===== src/rtl/mem_stage_lsu.sv =====
// RV32I MEM stage: turns EX results into data-memory bus accesses and registers the
// MEM/WB fields. It holds the upstream stage while a memory access is outstanding.
module mem_stage_lsu #(
  parameter int TIMEOUT_CYCLES = 16
) (
  input  logic        clk,
  input  logic        reset_n,
  input  logic        valid_in,
  input  logic        RegWEn_in,
  input  logic [1:0]  WBSel_in,
  input  logic        mem_rd_in,
  input  logic        mem_wr_in,
  input  logic [2:0]  funct3_in,
  input  logic [31:0] ALU_Result_in,
  input  logic [31:0] DataB_in,
  input  logic [31:0] pcPlus4_in,
  input  logic [4:0]  AddrD_in,
  output logic        stall_out,
  output logic        dmem_req,
  output logic        dmem_we,
  output logic [31:0] dmem_addr,
  output logic [3:0]  dmem_be,
  output logic [31:0] dmem_wdata,
  input  logic [31:0] dmem_rdata,
  input  logic        dmem_ready,
  output logic        RegWEn_out,
  output logic [1:0]  WBSel_out,
  output logic [31:0] DataR_out,
  output logic [31:0] ALU_Result_out,
  output logic [31:0] pcPlus4_out,
  output logic [4:0]  AddrD_out,
  output logic        misaligned_out,
  output logic        bus_err_out
);

  typedef enum logic {IDLE, WAIT} state_t;

  localparam int CW = (TIMEOUT_CYCLES > 1) ? $clog2(TIMEOUT_CYCLES + 1) : 1;
  localparam logic [CW-1:0] TO_LIM = CW'(TIMEOUT_CYCLES);

  state_t        state, state_nxt;
  logic [CW-1:0] cnt, cnt_nxt;
  logic [1:0]    off;
  logic          is_mem, aligned, acc, misaligned, abort;
  logic [7:0]    ld_b;
  logic [15:0]   ld_h;
  logic [31:0]   ld_data;

  assign off        = ALU_Result_in[1:0];
  assign is_mem     = valid_in & (mem_rd_in | mem_wr_in);
  assign misaligned = is_mem & ~aligned;
  assign acc        = is_mem & aligned;

  always_comb begin
    case (funct3_in[1:0])
      2'b00:   aligned = 1'b1;
      2'b01:   aligned = ~off[0];
      default: aligned = (off == 2'b00);
    endcase
  end

  always_ff @(posedge clk) begin
    if (!reset_n) begin
      state <= IDLE;
      cnt   <= '0;
    end else begin
      state <= state_nxt;
      cnt   <= cnt_nxt;
    end
  end

  // Request fields come straight from the inputs; stall_out keeps them stable during WAIT.
  always_comb begin
    state_nxt = state;
    cnt_nxt   = cnt;
    dmem_req  = 1'b0;
    abort     = 1'b0;
    case (state)
      IDLE: begin
        dmem_req = acc;
        if (acc && !dmem_ready) begin
          state_nxt = WAIT;
          cnt_nxt   = CW'(1);
        end
      end
      WAIT: begin
        dmem_req = 1'b1;
        if (dmem_ready) begin
          state_nxt = IDLE;
        end else if (TIMEOUT_CYCLES != 0 && cnt == TO_LIM) begin
          abort     = 1'b1;
          state_nxt = IDLE;
        end else begin
          cnt_nxt = cnt + 1'b1;
        end
      end
      default: state_nxt = IDLE;
    endcase
    if (!reset_n) begin
      dmem_req = 1'b0;
      abort    = 1'b0;
    end
  end

  assign stall_out = dmem_req & ~dmem_ready & ~abort;
  assign dmem_we   = dmem_req & mem_wr_in;
  assign dmem_addr = {ALU_Result_in[31:2], 2'b00};

  always_comb begin
    dmem_be    = 4'b1111;
    dmem_wdata = DataB_in;
    if (mem_wr_in) begin
      case (funct3_in[1:0])
        2'b00: begin
          dmem_be    = 4'b0001 << off;
          dmem_wdata = {4{DataB_in[7:0]}};
        end
        2'b01: begin
          dmem_be    = off[1] ? 4'b1100 : 4'b0011;
          dmem_wdata = {2{DataB_in[15:0]}};
        end
        default: ;
      endcase
    end
  end

  // funct3[2] selects zero extension for BU/HU.
  always_comb begin
    ld_b = dmem_rdata[{off, 3'b000} +: 8];
    ld_h = off[1] ? dmem_rdata[31:16] : dmem_rdata[15:0];
    case (funct3_in[1:0])
      2'b00:   ld_data = {{24{ld_b[7] & ~funct3_in[2]}}, ld_b};
      2'b01:   ld_data = {{16{ld_h[15] & ~funct3_in[2]}}, ld_h};
      default: ld_data = dmem_rdata;
    endcase
  end

  always_ff @(posedge clk) begin
    if (!reset_n) begin
      RegWEn_out     <= 1'b0;
      WBSel_out      <= '0;
      DataR_out      <= '0;
      ALU_Result_out <= '0;
      pcPlus4_out    <= '0;
      AddrD_out      <= '0;
      misaligned_out <= 1'b0;
      bus_err_out    <= 1'b0;
    end else begin
      RegWEn_out     <= 1'b0;
      WBSel_out      <= '0;
      DataR_out      <= '0;
      ALU_Result_out <= '0;
      pcPlus4_out    <= '0;
      AddrD_out      <= '0;
      misaligned_out <= 1'b0;
      bus_err_out    <= abort;
      if (!stall_out && !abort && valid_in) begin
        RegWEn_out     <= RegWEn_in & ~misaligned;
        WBSel_out      <= WBSel_in;
        DataR_out      <= (mem_rd_in & aligned) ? ld_data : 32'h0;
        ALU_Result_out <= ALU_Result_in;
        pcPlus4_out    <= pcPlus4_in;
        AddrD_out      <= AddrD_in;
        misaligned_out <= misaligned;
      end
    end
  end

endmodule

===== config.mk =====
export PLATFORM = sky130hd
export DESIGN_NAME = mem_stage_lsu
export DESIGN_NICKNAME = d
export VERILOG_FILES = /design/src/rtl/mem_stage_lsu.sv
export SDC_FILE = /design/constraint.sdc
export NUM_CORES = 1
export LEC_CHECK = 0
export CAP_MARGIN = 20
export CORE_AREA = 4 4 122 124
export DETAILED_ROUTE_END_ITERATION = 7
export DIE_AREA = 0 0 126 128
export DONT_BUFFER_PORTS = 1
export PLACE_DENSITY = 0.48
export SLEW_MARGIN = 20
export SYNTH_ARGS = -nofsm -noshare
export SYNTH_HDL_FRONTEND = slang
export SYNTH_SLANG_ARGS = --single-unit

===== constraint.sdc =====
create_clock -name clk -period 2.3 [get_ports clk]
set_clock_uncertainty 0.2 [all_clocks]
set_input_delay 0.46 -clock clk [delete_from_list [all_inputs] [get_ports clk]]
set_output_delay 0.46 -clock clk [all_outputs]
set_load 0.02 [all_outputs]

==> metrics <==
status=complete, no violations; CP max stage delay=480 ps; Final TNS setup=0 ps; top cell type's share of synthesized area=0.493; Worst Hold Launch=pcPlus4_in[24]; uppermost layer routed=met4; post-synthesis cell count=480; Diodes inserted=0; PortBufs=0; Max-slew headroom=0.470; Yosys reg bits=~110; DP HPWL=10200 um; clock root buffer=clkbuf_16; multi-input logic area=1800 um^2; Clock Power Share=0.385; Worst Setup SP=state$_SDFF_PN0_; switch share=0.264; Fillers=1410; post-DR wirelength/cell=21.0 um; Hold Path Class=in -> reg; Worst-path clk slew=80 ps; YS warnings=0; critical path peak fanout=6; Clock Latency Late Sink=340 ps; main flop type after synthesis=dfxtp_1; RSZ-0062 raised after global routing=no; All-Layer GR Usage=0.156; first-pass GRT wire length=roughly 19000 um; Final min period=2190 ps; Die Span Y=~130 um; core area=13800 um^2; VDD IR max=0.000296 V; gr ovfl total=0; fraction of registers with async set/reset=0; routed vias/inst=between 4 and 5; synthesis-to-finish area growth=5.53%; synthesized cell area=4550 um^2; final setup fails=0; CP Launch Type=flip-flop; Pre-antenna DRT Iters=4; crit share post-route=0.954; met1 WL=4490 um; largest net degree at the start of global routing=74; Avg Inst Size Synth=9.48 um^2; share of cells above drive strength 1=0.127; number of CTS-inserted buffers=9; most common cell after layout, fill and taps aside=dfxtp_1; overall power=about 4.0 mW; GPL Wtd Cong=0.847; Critical Path AT=approximately 1500 ps; top cells by area, synth=dfxtp_1, and2_1, buf_4, a21oi_1, nand2_1; Yosys cell types=47; Post-synth EDFFs=0; Initial Util=0.330; Synth area leader=dfxtp_1; most frequent cells in the layout=dfxtp_1, and2_1, nand2_1, a21oi_1, inv_1; reg2reg start=state$_SDFF_PN0_; P_leak=2.03 nW; Setup crit end kind=output port; metal2 WL=6980 um; cells along the critical path=and4bb_2 > a21oi_2 > and3_2; Total Wirelength=13200 um; Storage cell area=2240 um^2; DIE AREA=around 16000 um^2; maximum clock frequency=456 MHz; TritonCTS clock tree=yes; row cnt=43; CTS Buffer Depth=2; CP max stage cell=dfxtp_1; die extent in x=126 um; # nets final=592; Logic pwr share=0.086; Crit Path Category=reg -> out; met3 WL=between 1500 and 2000 um; H-tree depth=3; Flop pwr share=0.530; register area share after synthesis=0.493; CTS Sinks=around 110; Pint=2.94 mW; Final ANT Viol Nets=0; number of global-route vias before repair=3233; Max-Cap Viols=0; pin slew with the least headroom to its limit=792 ps; Final Hold Viols=0; I/O Pins=322; initial antenna violation count=0; Via Count=roughly 3100; NetSw=1.06 mW; Final Max Slew Viols=0; Cell Pwr Density=832 nW/um^2; # DRC=0; Worst Path Required=about 1600 ps; Starting DRT DRC Count=137
-- flip-flops by register name, indices dropped and copies added, names as in the netlist --
signal and cells:
bus_err_out 1, DataR_out 32, ALU_Result_out 32, misaligned_out 1
AddrD_out 5, pcPlus4_out 32, RegWEn_out 1, state 1
WBSel_out 2, cnt 5
-- path summary, 6_finish.rpt --
path	to	depth (start not counted)	slack, ps
hold reg to reg	cnt[4]$_SDFFE_PN0P_	2	290
setup reg to reg	DataR_out[1]$_SDFF_PN0_	4	360
hold / removal	pcPlus4_out[24]$_SDFF_PN0_	1	30
setup / recovery	stall_out	3	110
-- per-stage QoR --
step / area [um^2] / instances / hold WS [ps] / util / setup WS (ps)
floorplan: 4560 / 481 / 247 / - / 171
global placement: 4470 / 611 / 273 / 0.324 / 250
detailed placement: 4470 / 611 / 280 / 0.324 / 226
CTS: 4800 / 630 / 9.95 / 0.349 / 67.7
global route: 4800 / 630 / 4.93 / 0.349 / 49.1
finish: 4800 / 630 / 29.1 / 0.349 / 106
-- kinds of logic (layout without fill, tap and decap cells) --
logic type | Yosys count | in the layout | synth area share
DFF | 112 | 112 | 0.493
other | 1 | 2 | 0.000824
AOI/OAI and AO/OA | 88 | 88 | 0.137
and+or+nand+nor | 172 | 172 | 0.203
buffers and inverters | 86 | 55 | 0.113
muxes | 19 | 19 | 0.0481
adders and majority gates | 2 | 2 | 0.00550
-- critical path: cells and delay by family, from the launching register on --
family          cells  cell delay [ps]
compound gates      1               80
simple gates        2              630
flops               1              480
-- power by group through the flow --
stage | clock (mW) | combinational, mW | sequential, mW
6_report | 1.54 | 0.343 | 2.12
5_1_grt | 1.67 | 0.381 | 2.12
4_1_cts | 1.59 | 0.348 | 2.12
3_5_place_dp | 0 | 0.336 | 2.17
3_3_place_gp | 0 | 0.333 | 2.17
2_1_floorplan | 0 | 0.390 | 2.15
-- Yosys cell counts (2+ instances only) --
cell,n
nand2b_1,4
dfxtp_1,112
nor2_1,12
a22oi_1,7
buf_1,3
nor3_1,8
mux2_2,10
a211o_1,8
buf_4,41
clkbuf_1,5
ha_1,2
and3_1,6
inv_1,21
a21o_1,8
and2_1,71
nand3_1,7
a21oi_1,37
a31oi_4,2
buf_6,3
or3_1,2
o21ai_0,13
mux2i_1,8
buf_2,13
nand2_1,47
nor2b_1,8
-- area by class of cell --
type	count	share of cell area
clock buffers	10	0.0498
inverters	21	0.0164
clock inverters	6	0.0128
multi-input cells	283	0.375
well taps	180	0.0469
repair buffers	18	0.0318
flip-flops and latches	112	0.467
-- routing by layer --
| metal | vias to the layer above | track usage |
|---|---|---|
| met5 | - | 0 |
| met4 | 0 | 0.0473 |
| met3 | 10 | 0.0750 |
| met2 | 210 | 0.292 |
| met1 | 1427 | 0.151 |
| li1 | 1475 | - |
-- timing repair --
item | CTS | global route
setup buffers | 1 | 0
pin swaps | 1 | 0
hold buffers | 2 | 0
hold endpoints to repair | 14 | 0
resized for setup | 2 | 2
setup endpoints to repair | 1 | 1
(Power assumes the default switching activity.)
